===== src/rtl/kmuldiv_pkg.sv =====
// rtl/kmuldiv_pkg.sv - shared constants and types for the kmuldiv multiplier/divider
package kmuldiv_pkg;

    localparam logic [2:0] ADDR_A_LO = 3'd0;
    localparam logic [2:0] ADDR_A_HI = 3'd1;
    localparam logic [2:0] ADDR_B_LO = 3'd2;
    localparam logic [2:0] ADDR_B_HI = 3'd3;
    localparam logic [2:0] ADDR_CTRL = 3'd4;

    localparam int CTRL_START = 0;
    localparam int CTRL_MODE  = 1;
    localparam int CTRL_AUTO  = 2;

    localparam int STAT_BUSY = 0;
    localparam int STAT_DZ   = 1;
    localparam int STAT_AUTO = 2;
    localparam int STAT_MODE = 3;
    localparam int STAT_DONE = 7;

    typedef enum logic {
        MODE_MUL = 1'b0,
        MODE_DIV = 1'b1
    } mode_t;

    typedef enum logic {
        ST_IDLE = 1'b0,
        ST_RUN  = 1'b1
    } state_t;

endpackage


===== src/rtl/kmuldiv_core.sv =====
// rtl/kmuldiv_core.sv - iterative shift-add multiplier / restoring divider, one step per clock
// Divider path present only when KMULDIV_DIV_EN is defined.
module kmuldiv_core
    import kmuldiv_pkg::*;
#(
    parameter int W = 8
) (
    input  logic           clk,
    input  logic           rst_n,
    input  logic           start,
    input  logic [W-1:0]   a,
    input  logic [W-1:0]   b,
`ifdef KMULDIV_DIV_EN
    input  mode_t          mode,
    output logic           dz,
`endif
    output logic           busy,
    output logic           done,
    output logic [2*W-1:0] result
);

    localparam int CW = $clog2(W) + 1;
    localparam logic [CW-1:0] LAST = CW'(W - 1);

    state_t         state, state_next;
    logic [2*W-1:0] p, p_next;
    logic [W-1:0]   m;
    logic [W:0]     sum;
    logic [CW-1:0]  count;
    logic           finish;

`ifdef KMULDIV_DIV_EN
    logic           div_r, dz_r;
    logic [W:0]     r_sh, diff;
`endif

    // p holds {accumulator, multiplier} for mul and {remainder, quotient} for div
    always_comb begin
        sum    = {1'b0, p[2*W-1:W]} + {1'b0, m};
        p_next = p[0] ? {sum, p[W-1:1]} : {1'b0, p[2*W-1:1]};
`ifdef KMULDIV_DIV_EN
        r_sh = {p[2*W-1:W], p[W-1]};
        diff = r_sh - {1'b0, m};
        if (div_r) begin
            p_next = diff[W] ? {r_sh[W-1:0], p[W-2:0], 1'b0}
                             : {diff[W-1:0], p[W-2:0], 1'b1};
        end
`endif
    end

    always_ff @(posedge clk or negedge rst_n) begin
        if (!rst_n) state <= ST_IDLE;
        else        state <= state_next;
    end

    always_comb begin
        state_next = state;
        busy       = 1'b0;
        done       = 1'b0;
`ifdef KMULDIV_DIV_EN
        finish = (count == LAST) || dz_r;
        result = dz_r ? p : p_next;
        dz     = dz_r;
`else
        finish = (count == LAST);
        result = p_next;
`endif
        case (state)
            ST_IDLE: if (start) state_next = ST_RUN;
            ST_RUN: begin
                busy = 1'b1;
                if (finish) begin
                    done       = 1'b1;
                    state_next = ST_IDLE;
                end
            end
            default: state_next = ST_IDLE;
        endcase
    end

    always_ff @(posedge clk or negedge rst_n) begin
        if (!rst_n) begin
            p     <= '0;
            m     <= '0;
            count <= '0;
`ifdef KMULDIV_DIV_EN
            div_r <= 1'b0;
            dz_r  <= 1'b0;
`endif
        end else if (state == ST_IDLE) begin
            if (start) begin
                count <= '0;
                m     <= a;
                p     <= {{W{1'b0}}, b};
`ifdef KMULDIV_DIV_EN
                div_r <= (mode == MODE_DIV);
                dz_r  <= 1'b0;
                if (mode == MODE_DIV) begin
                    m <= b;
                    // zero divisor: result is preloaded and the single RUN cycle commits it
                    if (b == '0) begin
                        dz_r <= 1'b1;
                        p    <= {a, {W{1'b1}}};
                    end else begin
                        p    <= {{W{1'b0}}, a};
                    end
                end
`endif
            end
        end else if (!finish) begin
            p     <= p_next;
            count <= count + 1'b1;
        end
    end

endmodule


===== src/rtl/kmuldiv_seq.sv =====
// rtl/kmuldiv_seq.sv - bus-mapped wrapper: register decode, operand/CTRL/result registers, read mux
// Divider, MODE and DZ exist only when KMULDIV_DIV_EN is defined.
module kmuldiv_seq
    import kmuldiv_pkg::*;
#(
    parameter int W = 8
) (
    input  logic       CLK,
    input  logic       RES,
    input  logic       CS,
    input  logic       RD,
    input  logic       WR,
    input  logic [2:0] AB,
    input  logic [7:0] DIN,
    output logic [7:0] DOUT,
    output logic       DOE,
    output logic       BUSY
);

    localparam logic [2:0] ADDR_B_TOP = (W == 16) ? ADDR_B_HI : ADDR_B_LO;

    logic           wr_d, wr_acc, wr_open, start;
    logic [W-1:0]   a_reg, b_reg, a_next, b_next;
    logic [2*W-1:0] r_reg, core_result;
    logic [31:0]    r_wide;
    logic           auto_reg, done_reg, core_done, mode_bit, dz_bit;
    logic [7:0]     status;

`ifdef KMULDIV_DIV_EN
    mode_t          mode_reg, mode_next;
    logic           dz_reg, core_dz;
`endif

    // one accepted write per WR pulse: falling WR seen against the registered copy
    assign wr_acc  = !CS && !WR && wr_d;
    assign wr_open = wr_acc && !BUSY;
    assign start   = wr_open && (((AB == ADDR_CTRL) && DIN[CTRL_START]) ||
                                 ((AB == ADDR_B_TOP) && auto_reg));

    // next operand values feed the core directly so an auto-start sees the byte being written
    always_comb begin
        a_next = a_reg;
        b_next = b_reg;
        if (wr_open) begin
            case (AB)
                ADDR_A_LO: a_next[7:0] = DIN;
                ADDR_A_HI: if (W == 16) a_next[W-1 -: 8] = DIN;
                ADDR_B_LO: b_next[7:0] = DIN;
                ADDR_B_HI: if (W == 16) b_next[W-1 -: 8] = DIN;
                default: ;
            endcase
        end
    end

`ifdef KMULDIV_DIV_EN
    always_comb begin
        mode_next = mode_reg;
        if (wr_open && (AB == ADDR_CTRL)) mode_next = mode_t'(DIN[CTRL_MODE]);
    end

    always_ff @(posedge CLK or negedge RES) begin
        if (!RES) begin
            mode_reg <= MODE_MUL;
            dz_reg   <= 1'b0;
        end else begin
            mode_reg <= mode_next;
            if (start)          dz_reg <= 1'b0;
            else if (core_done) dz_reg <= core_dz;
        end
    end

    assign mode_bit = (mode_reg == MODE_DIV);
    assign dz_bit   = dz_reg;
`else
    assign mode_bit = 1'b0;
    assign dz_bit   = 1'b0;
`endif

    always_ff @(posedge CLK or negedge RES) begin
        if (!RES) begin
            wr_d     <= 1'b1;
            a_reg    <= '0;
            b_reg    <= '0;
            r_reg    <= '0;
            auto_reg <= 1'b0;
            done_reg <= 1'b0;
        end else begin
            wr_d  <= WR;
            a_reg <= a_next;
            b_reg <= b_next;
            // AUTO stays writable while busy
            if (wr_acc && (AB == ADDR_CTRL)) auto_reg <= DIN[CTRL_AUTO];
            if (start) begin
                done_reg <= 1'b0;
            end else if (core_done) begin
                done_reg <= 1'b1;
                r_reg    <= core_result;
            end
        end
    end

    kmuldiv_core #(.W(W)) u_core (
        .clk    (CLK),
        .rst_n  (RES),
        .start  (start),
        .a      (a_next),
        .b      (b_next),
`ifdef KMULDIV_DIV_EN
        .mode   (mode_next),
        .dz     (core_dz),
`endif
        .busy   (BUSY),
        .done   (core_done),
        .result (core_result)
    );

    assign r_wide = 32'(r_reg);

    always_comb begin
        status            = '0;
        status[STAT_BUSY] = BUSY;
        status[STAT_DZ]   = dz_bit;
        status[STAT_AUTO] = auto_reg;
        status[STAT_MODE] = mode_bit;
        status[STAT_DONE] = done_reg;
    end

    always_comb begin
        DOUT = '0;
        case (AB)
            ADDR_A_LO: DOUT = r_wide[7:0];
            ADDR_A_HI: DOUT = r_wide[15:8];
            ADDR_B_LO: DOUT = r_wide[23:16];
            ADDR_B_HI: DOUT = r_wide[31:24];
            ADDR_CTRL: DOUT = status;
            default:   DOUT = '0;
        endcase
    end

    assign DOE = !CS && !RD;

endmodule

===== config.mk =====
export PLATFORM = sky130hd
export DESIGN_NAME = kmuldiv_seq
export DESIGN_NICKNAME = d
export VERILOG_FILES = /design/src/rtl/kmuldiv_pkg.sv /design/src/rtl/kmuldiv_core.sv /design/src/rtl/kmuldiv_seq.sv
export SDC_FILE = /design/constraint.sdc
export NUM_CORES = 1
export LEC_CHECK = 0
export BUFFER_PORTS_ARGS = -buffer_cell sky130_fd_sc_hd__buf_2
export CORE_MARGIN = 2
export CORE_UTILIZATION = 30
export CTS_BUF_LIST = sky130_fd_sc_hd__clkbuf_4 sky130_fd_sc_hd__clkbuf_8
export CTS_CLUSTER_DIAMETER = 60
export CTS_CLUSTER_SIZE = 16
export DETAILED_ROUTE_END_ITERATION = 7
export HOLD_SLACK_MARGIN = 0.05
export PLACE_DENSITY = 0.5
export SYNTH_ARGS = -nofsm -noshare
export SYNTH_HDL_FRONTEND = slang
export SYNTH_SLANG_ARGS = --single-unit

===== constraint.sdc =====
create_clock -name CLK -period 3.4 [get_ports CLK]
set_input_delay 0.34 -clock CLK [delete_from_list [all_inputs] [get_ports CLK]]
set_output_delay 0.34 -clock CLK [all_outputs]
set_load 0.02 [all_outputs]

### After elaboration in Yosys (flattened, before gate mapping)

Index checks and enable logic that the tools add are counted.

| operators by class | value |
|---|---|
| add/subtract/negate cells | 2 |
| eq/ne operators | 5 |
| muxes and demuxes | 20 |
| bitwise logic cells | 2 |
| reductions and logical operators | 19 |

Operators with widths:

| cell | count |
|---|---|
| 16-bit two-way mux | 4 |
| 8-bit two-way mux | 4 |
| 8-bit case mux with 3 select lines | 1 |
| 4-bit two-way mux | 3 |
| 8-bit by 8-bit adder with 9-bit output | 1 |
| 1-bit logical AND | 8 |
| 1-bit two-way mux | 7 |
| 2-bit AND reduction | 3 |
| 4-bit by 1-bit adder with 4-bit output (second input constant) | 1 |
| 4-bit by 3-bit equality test with 1-bit output (second input constant) | 1 |
| 1-bit zero test | 4 |
| 2-bit nonzero test | 2 |
| 3-bit by 1-bit equality test with 1-bit output (second input constant) | 1 |
| 3-bit by 2-bit equality test with 1-bit output (second input constant) | 1 |
| 3-bit equality test (second input constant) | 1 |
| 3-bit zero test | 1 |
| 2-bit != test (second input constant) | 1 |
| 1-bit NOT | 2 |
| 1-bit case mux with 2 select lines | 1 |
| 1-bit logical OR | 1 |

| word-level totals | value |
|---|---|
| bits in registers | 64 |
| bits of input ports | 16 |
| output and inout bits | 10 |
| word-level logic and storage cells | 58 |

### Longest topological paths before layout

Gate-level depths: netlist of run 1.

| depth | value |
|---|---|
| depth after elaboration | 7 |
| depth in mapped cells | 8 |
| depth with buffers taken out | 7 |

### Modules after synthesis

Synthesis of run 1 repeated with hierarchy kept, for this count alone.

| second synthesis, totals | value |
|---|---|
| cell total of the unflattened synthesis | 365 |
| area, all modules | 3653.5 um2 |

By module, submodules not included:

| module | instances | cells each | area each (um2) | seq. area each (um2) |
|---|---|---|---|---|
| kmuldiv_core | 1 | 201 | 1826.8 | 725.7 |
| kmuldiv_seq | 1 | 164 | 1826.8 | 877.1 |

### Worst setup path after synthesis of run 1

OpenSTA, ideal clock, no wires.

| timing path | value |
|---|---|
| path type | flip-flop to flip-flop |
| start | register u_core.p[8] |
| end | register u_core.p[13] |
| library setup time | 0.135 ns |
| data arrival time | 1.908 ns |
| required time | 3.265 ns |
| setup slack | 1.358 ns |
| cell stages (with the launch flop) | 8 |
| buffers on the path | 0 |
| clock period less this slack | 2.042 ns |
| cells stage by stage | dfrtp_1 -> ha_1 -> fa_1 -> a21o_1 -> and4_1 -> or3_1 -> a31oi_1 -> o22ai_1 |

| on the way | value |
|---|---|
| longest elaborated chain between the ends | 4 |

RTL lines:

| what | RTL line | source |
|---|---|---|
| start: declaration | kmuldiv_core.sv:26 | `logic [2*W-1:0] p, p_next;` |
| start signal: assignment | kmuldiv_core.sv:94 | `p <= {{W{1'b0}}, b};` |
| start signal: assignment | kmuldiv_core.sv:111 | `p <= p_next;` |
| 8-bit by 8-bit adder with 9-bit output | kmuldiv_core.sv:39 | `sum = {1'b0, p[2*W-1:W]} + {1'b0, m};` |
| 16-bit two-way mux | kmuldiv_core.sv:40 | `p_next = p[0] ? {sum, p[W-1:1]} : {1'b0, p[2*W-1:1]};` |
| 16-bit two-way mux | kmuldiv_core.sv:110 | `end else if (!finish) begin` |
| 16-bit two-way mux | kmuldiv_core.sv:90 | `end else if (state == ST_IDLE) begin` |

Every way passes these cells. The select of a mux whose other input is x is not followed.
A chain may end at the register's enable or synchronous reset.

### Worst setup path in the final report of run 1

| timing path | value |
|---|---|
| start | register u_core.state |
| end | register u_core.p[6] |

| on the way | value |
|---|---|
| longest elaborated chain between the ends | 6 |
| elaborated cells on any way between the ends | 10 |
| those cells by class | eq/ne (1); mux (4); reduce/logical (5) |

RTL lines:

| what | RTL line | source |
|---|---|---|
| start: declaration | kmuldiv_core.sv:25 | `state_t state, state_next;` |
| start signal: assignment | kmuldiv_core.sv:53 | `else state <= state_next;` |
| 1-bit two-way mux | kmuldiv_core.sv:68 | `case (state)` |
| 1-bit zero test | kmuldiv_seq.sv:36 | `assign wr_open = wr_acc && !BUSY;` |
| 1-bit logical AND | kmuldiv_seq.sv:36 |  |
| 8-bit two-way mux / 1-bit logical AND (equally long branches) | kmuldiv_seq.sv:44, kmuldiv_seq.sv:37 |  |
| 16-bit two-way mux / 2-bit nonzero test (equally long branches) | n/a |  |
| 16-bit two-way mux / 2-bit AND reduction (equally long branches) | n/a |  |

Parallel ways exist; a longest one is shown, timed or not. The select of a mux whose other input is x is not followed.

==> results of run 1 <==
[synth_stat cells (2+ instances only)]
cell type	n	area share [%]
ha_1	9	3.6
nand2_1	30	3.6
nor3_1	6	0.96
a31oi_1	4	0.80
xnor2_1	5	1.4
a221o_1	3	0.96
nor2_1	12	1.4
or3_1	2	0.40
and3_1	3	0.60
nand3_1	3	0.48
xor2_1	2	0.56
mux2_4	5	2.4
mux2_2	31	11
o21ai_0	25	4.0
a21oi_1	4	0.64
buf_2	3	0.48
dfrtp_1	63	50
and3b_1	2	0.56
inv_1	3	0.36
and2_1	2	0.40
mux2i_1	17	5.4
clkbuf_1	8	0.96
a21o_1	5	1.2
[critical path, stage by stage, from the launching register on]
cell and delay (ns):
dfrtp_1 0.60, nor4b_4 0.50, o211ai_2 0.19, and2_1 0.38
inv_2 0.19, mux2_2 0.35
[cell type report]
cell class / count / area share (%)
clock buffer: 10 / 3.68
sequential: 64 / 44.9
inverter: 4 / 0.421
clock inverter: 6 / 1.30
timing repair buffer: 27 / 3.93
tap: 136 / 4.77
multi-input combinational: 189 / 41.0
[power by group through the flow]
stage	Clock, mW	Combinational [mW]	Sequential, mW
floorplan	0	0.345	1.01
global placement	0	0.413	1.09
detailed placement	0	0.423	1.09
CTS	0.609	0.423	1.08
global route	0.647	0.474	1.10
finish	0.589	0.415	1.08
[worst paths after layout]
path                         startpoint  cells past startpoint  slack, ns          end
min                                  WR                      1       0.12         wr_d
max                        u_core.state                      5       1.06  u_core.p[6]
min reg2reg                   r_reg[15]                      2       0.49    r_reg[15]
min in group asynchronous           RES                      2       0.15     auto_reg
max reg2reg                u_core.state                      5       1.06  u_core.p[6]
max in group asynchronous           RES                      2       2.70     r_reg[9]
[metal layers]
metal | share of wire [%] | global-route usage [%] | vias up
li1 | - | - | 1021
met3 | 3.0 | 2.70 | 9
met1 | 50 | 17.9 | 1002
met4 | 1.8 | 5.36 | 0
met2 | 45 | 21.6 | 32
met5 | 0 | 0 | -
[cells by family after synthesis]
| logic type | Yosys count |
|---|---|
| and+or+nand+nor | 71 |
| buffers and inverters | 16 |
| xor gates and xnor gates | 7 |
| adders and majority gates | 10 |
| AOI/OAI and AO/OA | 48 |
| muxes | 53 |
| DFF | 64 |
[metrics by stage]
stage          power (mW)  util (%)  instances  setup slack [ns]  hold slack (ns)
3_5_place_dp         1.52      33.2        420              1.06            0.475
4_1_cts              2.11      34.9        436              1.07            0.110
2_1_floorplan        1.35         -        269              1.36           0.0444
3_3_place_gp         1.50      33.2        420              1.16            0.466
5_1_grt              2.22      34.9        436             0.897            0.108
6_report             2.08      34.9        436              1.06            0.121
==> metrics.yaml, run 1 <==
layout-area-overhead-vs-synth_pct: 13.8
muxShareOfSynthArea_pct: 18.9
multi_input_comb_area_sq_um: 1460
cts_setup_buffers: 0
tightestPinTransition_ns: 0.809
syn_area_sq_um: 3140
hold_path.class: "in -> reg"
syn_nets: 295
p_sw_share_pct: 32.5
overflow: 0
grtUsageTotal_pct: 13.5
grt_pass1_vias: 2116
antenna_found_initial: 0
die_area_sq_um: 11300
detail_route.first_pass.iterations: 4
grt_pass1_wl_mm: 11.4
io_pins: 26
yosys_register_bits: 64
synth_edf_count: 0
gp_congestion: 0.768
p_comb_share_pct: 19.9
cts_made_buffers: 9
clockBufferDepth: 2
antenna_cells: 0
clock_sinks: 64
coreArea_sq_um: 10200
drtIter0Drc: 150
wl_mm: 6.94
dieWidth_um: 106
cp.required_ns: 3.62
postRouteAntennaNets: 0
max_freq_mhz: 428
path_max_fanout: 19
root_buffer: "clkbuf_8"
status: "complete, no violations"
cp.arrival_ns: 2.56
finalMaxSlewViolations: 0
die_h_um: 106
async_reset_ff_share_pct: 100
finClkSkew_ns: 0.0120
setup_violations: 0
dp_hpwl_mm: 5.17
stdcell_area_sq_um: 3570
synthAdderAreaFrac_pct: 4.23
critPathLaunchType: "register"
num-fill-cells: 1046
power_frac_seq_pct: 51.7
ir_worst_vdd_mv: 0.178
finalCriticalPeriod_ns: 2.34
grt_max_degree: 65
drc: 0
synth_xor_xnor_area_share_pct: 1.95
yosys.area_share.simple_pct: 12.0
cts_resized: 0
final_cell_mix: "dfrtp_1 (63), mux2_2 (31), nand2_1 (30)"
syn_inst: 269
p_leak_nw: 1.74
wire_per_inst_um: 15.9
powerDensity_nw_per_um2: 583
seqCellArea_sq_um: 1600
cts_tree: "built"
vias: 2064
row_count: 37
avgSynthCellArea_sq_um: 11.7
slew_headroom_pct: 46.1
cts.clk_slew.worst_paths_ns: 0.08
rsz0062_at_grt: "false"
yosysWarnings: 0
p_int_mw: 1.40
synth_cell_types: 45
placed_area_sq_um: 3390
finalHoldViolCount: 0
ys.flop_type: "dfrtp_1"
critPathCaptureType: "register"
via_per_inst: 4.73
power.switching_uw: 676
layout-drive-gt1-share_pct: 28.3
final_common_cell: "dfrtp_1"
fin_nets: 321
port_buffers: 25
cap_violations: 0
cts-hold-fix-buffers: 0
tns_ns: 0
clockPowerShare_pct: 28.3
clkLatencyLatePin_ns: 0.35
htreeDepth: 3
ys_seq_area_share_pct: 51.1
crit_type: "reg -> reg"
fin_crit_sh_pct: 68.7
start_util_pct: 30.7
synth_top_family_by_area: "multiplexers"
synth_compound_area_share_pct: 9.49
(Power assumes the default switching activity.)
==> run 2, diff against run 1 <==
==> constraint.sdc (replaced) <==
create_clock -name CLK -period 2.25 [get_ports CLK]
set_input_delay 0.225 -clock CLK [delete_from_list [all_inputs] [get_ports CLK]]
set_output_delay 0.225 -clock CLK [all_outputs]
set_load 0.02 [all_outputs]
==> run 2 against run 1 <==
  * Via count is 2.7% higher
  * Die area did not move
  * Global-route usage down 0.13 points
  * Sequential power rose by 49%
  * First-iteration DRC count is 23% lower
  * Clock-buffer cell count rose by 2
  * Utilization grew 0.70 points
  * Combinational power grew 61%
  * Maximum frequency is 9.4% higher
  * Routed wire length down 0.53%
  * Clock power is 51% higher
  * Critical path depth grew 2
  * Largest cell class unchanged
  * Highest routed layer unchanged
==> metrics.yaml, run 2 (synthesis results as in run 1) <==
cts_made_buffers: 9  # unchanged
min_to: "a_reg[7]"
antenna_found_initial: 0  # unchanged
dp_hpwl_mm: 5.08  # -1.7%
setup_violations: 0  # unchanged
dieWidth_um: 106  # unchanged
grtUsageTotal_pct: 13.3  # -0.13 points
grt_pass1_vias: 2132  # +0.76%
stdcell_area_sq_um: 3640  # +2.0%
clkLatencyLatePin_ns: 0.33  # -0.02 ns
seqCellArea_sq_um: 1600  # unchanged
cp.arrival_ns: 2.34  # -0.22 ns
cts_tree: "built"
die_area_sq_um: 11300  # unchanged
tns_ns: 0  # unchanged
htreeDepth: 3  # unchanged
fin_nets: 328  # +2.2%
status: "complete, no violations"
row_count: 37  # unchanged
detail_route.first_pass.iterations: 4  # unchanged
overflow: 0  # unchanged
antenna_cells: 0  # unchanged
cp.required_ns: 2.46  # -1.16 ns
io_pins: 26  # unchanged
port_buffers: 25  # unchanged
tightestPinTransition_ns: 0.660  # -0.149 ns
wl_mm: 6.91  # -0.53%
critPathSlowestCell: "dfrtp_1"
reg2reg_slack_ns: 0.12  # -0.95 ns
final_common_cell: "dfrtp_1"
die_h_um: 106  # unchanged
reg2reg_to: "u_core.p[13]"
hold_path.class: "in -> reg"
coreArea_sq_um: 10200  # unchanged
drtIter0Drc: 116  # -23%
p_leak_nw: 1.78  # +2.3%
path_max_fanout: 3  # -16
finalHoldViolCount: 0  # unchanged
rsz0062_at_grt: "false"
gp_congestion: 0.822  # +7.0%
ir_worst_vdd_mv: 0.349  # +96%
crit_type: "reg -> reg"
placed_area_sq_um: 3440  # +1.5%
cpPeakStageDelay_ns: 0.40  # -0.20 ns
hold_start: "DIN[7]"
finalCoreUtilization_pct: 35.6  # +0.70 points
multi_input_comb_area_sq_um: 1470  # +0.17%
reg2reg_depth: 7  # +2
vias: 2120  # +2.7%
fin_cells: 442  # +1.4%
rr_startpoint: "u_core.p[8]"
fin_crit_sh_pct: 94.9  # +26 points
postRouteAntennaNets: 0  # unchanged
max_freq_mhz: 468  # +9.4%
cap_violations: 0  # unchanged
hold_path_depth: 2  # +1
via_per_inst: 4.80  # +1.3%
layout-drive-gt1-share_pct: 29.4  # +1.1 points
clock_sinks: 64  # unchanged
dp.cells: 425  # +1.2%
grt_max_degree: 29  # -55%
cts.clk_slew.worst_paths_ns: 0.07  # about the same
critPathCaptureType: "register"
drc: 0  # unchanged
root_buffer: "clkbuf_8"
final_cell_mix: "dfrtp_1 (63), mux2_2 (31), nand2_1 (30)"
wire_per_inst_um: 15.6  # -1.9%
powerDensity_nw_per_um2: 870  # +49%
grt_pass1_wl_mm: 11.5  # +1.2%
num-fill-cells: 1030  # -1.5%
critPathLaunchType: "register"
slew_headroom_pct: 56.0  # +9.9 points
layout-area-overhead-vs-synth_pct: 16.0
start_util_pct: 30.7  # unchanged
finClkSkew_ns: 0.00587  # -0.00611 ns
finalCriticalPeriod_ns: 2.13  # -0.201 ns
power_mw: 3.17  # +52%
clockBufferDepth: 2  # unchanged
finalMaxSlewViolations: 0  # unchanged
crit_chain: "ha_1 -> fa_2 -> a21o_1 -> and4_1 -> or3_1 -> a31oi_1 -> o22ai_1"
-- run 2: cell types whose count changed in the layout (fill, tap and decap cells not counted), moves of 2 or more --
cell and delta:
clkbuf_8 +2, buf_4 +4, dlygate4sd3_1 +2, clkinv_4 -2
-- run 2: worst max-delay path, delay by kind of cell, from the launching register on --
family	cells	cell delay [ns]
compound gates	3	0.52
flops	1	0.40
fa+ha+maj	2	0.59
simple gates	2	0.51
-- run 2: routing by layer --
layer / vias to the layer above / share of wire (%) / routed length, um / GRT usage [%]
li1: 1026 / - / - / -
met1: 1033 / 49 / 3400 / 18.1
met2: 50 / 44 / 3070 / 20.7
met3: 11 / 4.5 / 313 / 2.76
met4: 0 / 1.8 / 123 / 5.45
met5: - / 0 / 0 / 0
-- run 2: cell type report --
type / count / area share (%)
Inverter: 4 / 0.412
Clock inverter: 3 / 0.481
Clock buffer: 12 / 4.36
Tap cell: 136 / 4.67
Timing Repair Buffer: 34 / 5.77
Multi-Input combinational cell: 189 / 40.3
Sequential cell: 64 / 44.0
-- run 2: worst max-delay path by stage --
| stage | endpoint | startpoint | slack, ns |
|---|---|---|---|
| final | u_core.p[13] | u_core.p[8] | 0.12 |
| after global routing | u_core.p[4] | WR | 0.03 |
| after CTS | u_core.p[13] | u_core.m[0] | 0.07 |
| after detailed placement | u_core.p[13] | u_core.p[8] | 0.08 |
| after global placement | u_core.p[13] | u_core.m[0] | 0.12 |
| after floorplan | u_core.p[13] | u_core.p[8] | 0.21 |
-- run 2: per-stage QoR --
step	hold WS (ns)	worst slack (ns)
after CTS	0.153	0.0727
after global routing	0.159	0.0332
after global placement	0.293	0.123
after floorplan	-0.0706	0.208
final	0.163	0.115
after detailed placement	0.291	0.0792
-- run 2: power by group --
part	total, mW	internal [mW]	switching [mW]
Combinational	0.668	0.335	0.333
Sequential	1.61	1.39	0.222
Clock	0.889	0.463	0.426
Total	3.17	2.19	0.981
-- run 2: what timing repair did --
item / in CTS / in global routing
endpoints found under the setup margin: 0 / 5
gates resized for setup: 0 / 1
hold buffers: 2 / 0
hold endpoints to repair: 26 / 0
setup buffers: 0 / 0
==> run 3, diff against run 2 <==
--- a/config.mk
+++ b/config.mk
@@ -5,6 +5,7 @@
 export SDC_FILE = /design/constraint.sdc
 export NUM_CORES = 1
 export LEC_CHECK = 0
+export ABC_AREA = 1
 export BUFFER_PORTS_ARGS = -buffer_cell sky130_fd_sc_hd__buf_2
 export CORE_MARGIN = 2
 export CORE_UTILIZATION = 30
@@ -12,6 +13,7 @@
 export CTS_CLUSTER_DIAMETER = 60
 export CTS_CLUSTER_SIZE = 16
 export DETAILED_ROUTE_END_ITERATION = 7
+export GPL_TIMING_DRIVEN = 0
 export HOLD_SLACK_MARGIN = 0.05
 export PLACE_DENSITY = 0.5
 export SYNTH_ARGS = -nofsm -noshare
==> run 3 against run 2 <==
  * Clock skew grew 0.0016 ns
  * Die area grew 1.1%
  * Maximum frequency grew 8.8%
  * Clock power grew 4.8%
  * Largest cell class unchanged
  * Synthesized cell count grew 48%
  * Cell count grew 30%
  * Clock-buffer cell count grew 2
  * Critical endpoint is now u_core.p[12]
==> metrics.yaml, run 3 <==
status: "complete, no violations"
grt_max_degree: 65  # +120%
path_buf_inv: 3  # +3
tns_ns: 0  # unchanged
synth_edf_count: 0  # unchanged
clockBufferDepth: 2  # unchanged
yosysMostFrequentCell: "nand2_1"
ys_seq_area_share_pct: 50.5  # -0.58 points
fin_nets: 463  # +41%
detail_route.first_pass.iterations: 4  # unchanged
slew_headroom_pct: 45.2  # -11 points
grtUsageTotal_pct: 15.1  # +1.8 points
async_reset_ff_share_pct: 100  # unchanged
cpPeakStageDelay_ns: 0.41  # about the same
cp.arrival_ns: 2.19  # -0.15 ns
cts_made_buffers: 9  # unchanged
finClkSkew_ns: 0.00750  # +0.00162 ns
cts_resized: 0  # unchanged
synth_cell_types: 28  # -38%
clock_sinks: 64  # unchanged
row_count: 37  # unchanged
crit_chain: "ha_1 -> nand2_1 -> nor2_1 -> nor2_2 -> inv_2 -> nand2_4 -> inv_2 -> buf_6 -> nand2_1 -> nand2_1"
reg2reg_slack_ns: 0.29  # +0.17 ns
antenna_cells: 0  # unchanged
synthTopCellsByArea: "dfrtp_1 (50%), nand2_1 (19%), nand3_1 (7.1%)"
critPathLaunchType: "register"
drc: 0  # unchanged
max_freq_mhz: 510  # +8.8%
root_buffer: "clkbuf_8"
rr_startpoint: "u_core.count[0]"
postRouteAntennaNets: 0  # unchanged
rsz0062_at_grt: "false"
overflow: 0  # unchanged
fin_cells: 576  # +30%
cp.required_ns: 2.47  # about the same
finalHoldViolCount: 0  # unchanged
dp.cells: 560  # +32%
timing.hold.ws_ns: 0.130  # -0.0328 ns
tightestPinTransition_ns: 0.823  # +0.163 ns
setup_violations: 0  # unchanged
crit_type: "reg -> reg"
yosys_register_bits: 64  # unchanged
wire_per_inst_um: 13.4  # -14%
ys.flop_type: "dfrtp_1"
dp_hpwl_mm: 5.66  # +11%
wl_mm: 7.74  # +12%
clkLatencyLatePin_ns: 0.34  # about the same
port_buffers: 25  # unchanged
ir_worst_vdd_mv: 0.341  # -2.3%
synth_common_cells: "nand2_1 (160), dfrtp_1 (63), nand3_1 (45)"
yosysWarnings: 0  # unchanged
final_cell_mix: "nand2_1 (160), dfrtp_1 (63), nand3_1 (45)"
avgSynthCellArea_sq_um: 7.96  # -32%
grt_pass1_wl_mm: 13.3  # +16%
critPathSlowestCell: "dfrtp_1"
hold_start: "DIN[7]"
htreeDepth: 3  # unchanged
syn_area_sq_um: 3170  # +1.2%
fin_crit_sh_pct: 87.2  # -7.7 points
cap_violations: 0  # unchanged
gp_congestion: 0.801  # -2.6%
min_to: "b_reg[7]"
critPathCaptureType: "register"
cts_tree: "built"
powerDensity_nw_per_um2: 977  # +12%
drtIter0Drc: 110  # -5.2%
cts_setup_buffers: 0  # unchanged
hold_path.class: "in -> reg"
via_per_inst: 4.60  # -4.2%
synth_top_area_share_pct: 49.7  # -0.57 points
coreArea_sq_um: 10300  # +0.45%
finalCriticalPeriod_ns: 1.96  # -0.173 ns
io_pins: 26  # unchanged
syn_nets: 425  # +44%
vias: 2648  # +25%
crit_family: "simple AND/OR/NAND/NOR gates"
layout-area-overhead-vs-synth_pct: 15.7
syn_inst: 399  # +48%
final_common_cell: "nand2_1"
start_util_pct: 30.9  # +0.21 points
finalMaxSlewViolations: 0  # unchanged
path_max_fanout: 10  # +7
die_h_um: 107  # +0.56%
reg2reg_depth: 10  # +3
layout-drive-gt1-share_pct: 14.1  # -15 points
antenna_found_initial: 0  # unchanged
p_leak_nw: 1.96  # +10%
dieWidth_um: 107  # +0.56%
die_area_sq_um: 11400  # +1.1%
cts.clk_slew.worst_paths_ns: 0.07  # about the same
reg2reg_to: "u_core.p[12]"
synth.largest_area_cell: "dfrtp_1"
crit_cells: 10  # +3
hold_path_depth: 3  # +1
grt_pass1_vias: 2620  # +23%
crit_path_frequent_cell: "nand2_1"
[run 3: changes by cell type after synthesis, sizes merged, moves of 5 or more]
cell | before | now
inv | 4 | 37
mux2 | 36 | 0
a21o | 5 | 0
nand2 | 30 | 164
or2 | 0 | 5
nand3 | 4 | 45
xnor2 | 5 | 0
mux2i | 17 | 0
nor3 | 6 | 1
[run 3: through the flow]
| step | area, sq um | utilization [%] | setup slack (ns) | power [mW] |
|---|---|---|---|---|
| finish | 3670 | 35.7 | 0.288 | 3.59 |
| global route | 3670 | 35.7 | 0.144 | 3.87 |
| CTS | 3670 | 35.7 | 0.272 | 3.62 |
| detailed placement | 3470 | 33.8 | 0.292 | 2.68 |
| global placement | 3470 | 33.8 | 0.292 | 2.65 |
| floorplan | 3170 | - | 0.641 | 2.35 |
[run 3: cell type report]
cell class | instances | area, sq um
Tap cell | 136 | 170
Fill cell | 1116 | 6610
Inverter | 37 | 139
Buffer | 10 | 61.3
Sequential cell | 64 | 1600
Clock buffer | 14 | 180
Timing Repair Buffer | 27 | 148
Multi-Input combinational cell | 288 | 1370
[run 3: tightest hold or removal path, delay by kind of cell]
family                 cells  cell delay (ns)
AND/OR/NAND/NOR            2             0.13
buffers and inverters      1             0.09
[run 3: power breakdown]
group	internal, mW	switching, mW	leakage, nW	total [mW]
clock	0.504	0.428	0.0955	0.932
combinational	0.375	0.643	1.05	1.02
sequential	1.46	0.180	0.819	1.64
total	2.34	1.25	1.96	3.59
[run 3: worst max-delay path by stage]
stage,slack [ns],startpoint,endpoint
floorplan,0.64,u_core.m[0],r_reg[13]
global route,0.14,u_core.count[0],u_core.p[13]
CTS,0.27,u_core.count[0],u_core.p[12]
global placement,0.29,u_core.count[0],u_core.p[7]
finish,0.29,u_core.count[0],u_core.p[12]
detailed placement,0.29,u_core.count[0],u_core.p[6]
[run 3: cell families (layout without fill, tap and decap cells)]
| family | count (synthesis) | count (layout) | share of synthesized area (%) |
|---|---|---|---|
| and+or+nand+nor | 235 | 235 | 31.8 |
| DFF | 64 | 64 | 50.5 |
| buffers and inverters | 47 | 88 | 6.31 |
| AOI/OAI and AO/OA | 42 | 42 | 6.98 |
| adders and majority gates | 10 | 10 | 4.18 |
| xor gates and xnor gates | 1 | 1 | 0.276 |
[run 3: what timing repair did]
item / CTS / global route
setup endpoints to repair: 0 / 0
endpoints found under the hold margin: 64 / 0
hold buffers: 2 / 0
[run 3: metal layers]
metal / up-vias / GRT usage [%] / routed length, um
li1: 1358 / - / -
met1: 1237 / 22.9 / 4170
met2: 43 / 21.3 / 3200
met3: 10 / 2.43 / 225
met4: 0 / 6.12 / 148
met5: - / 0 / 0
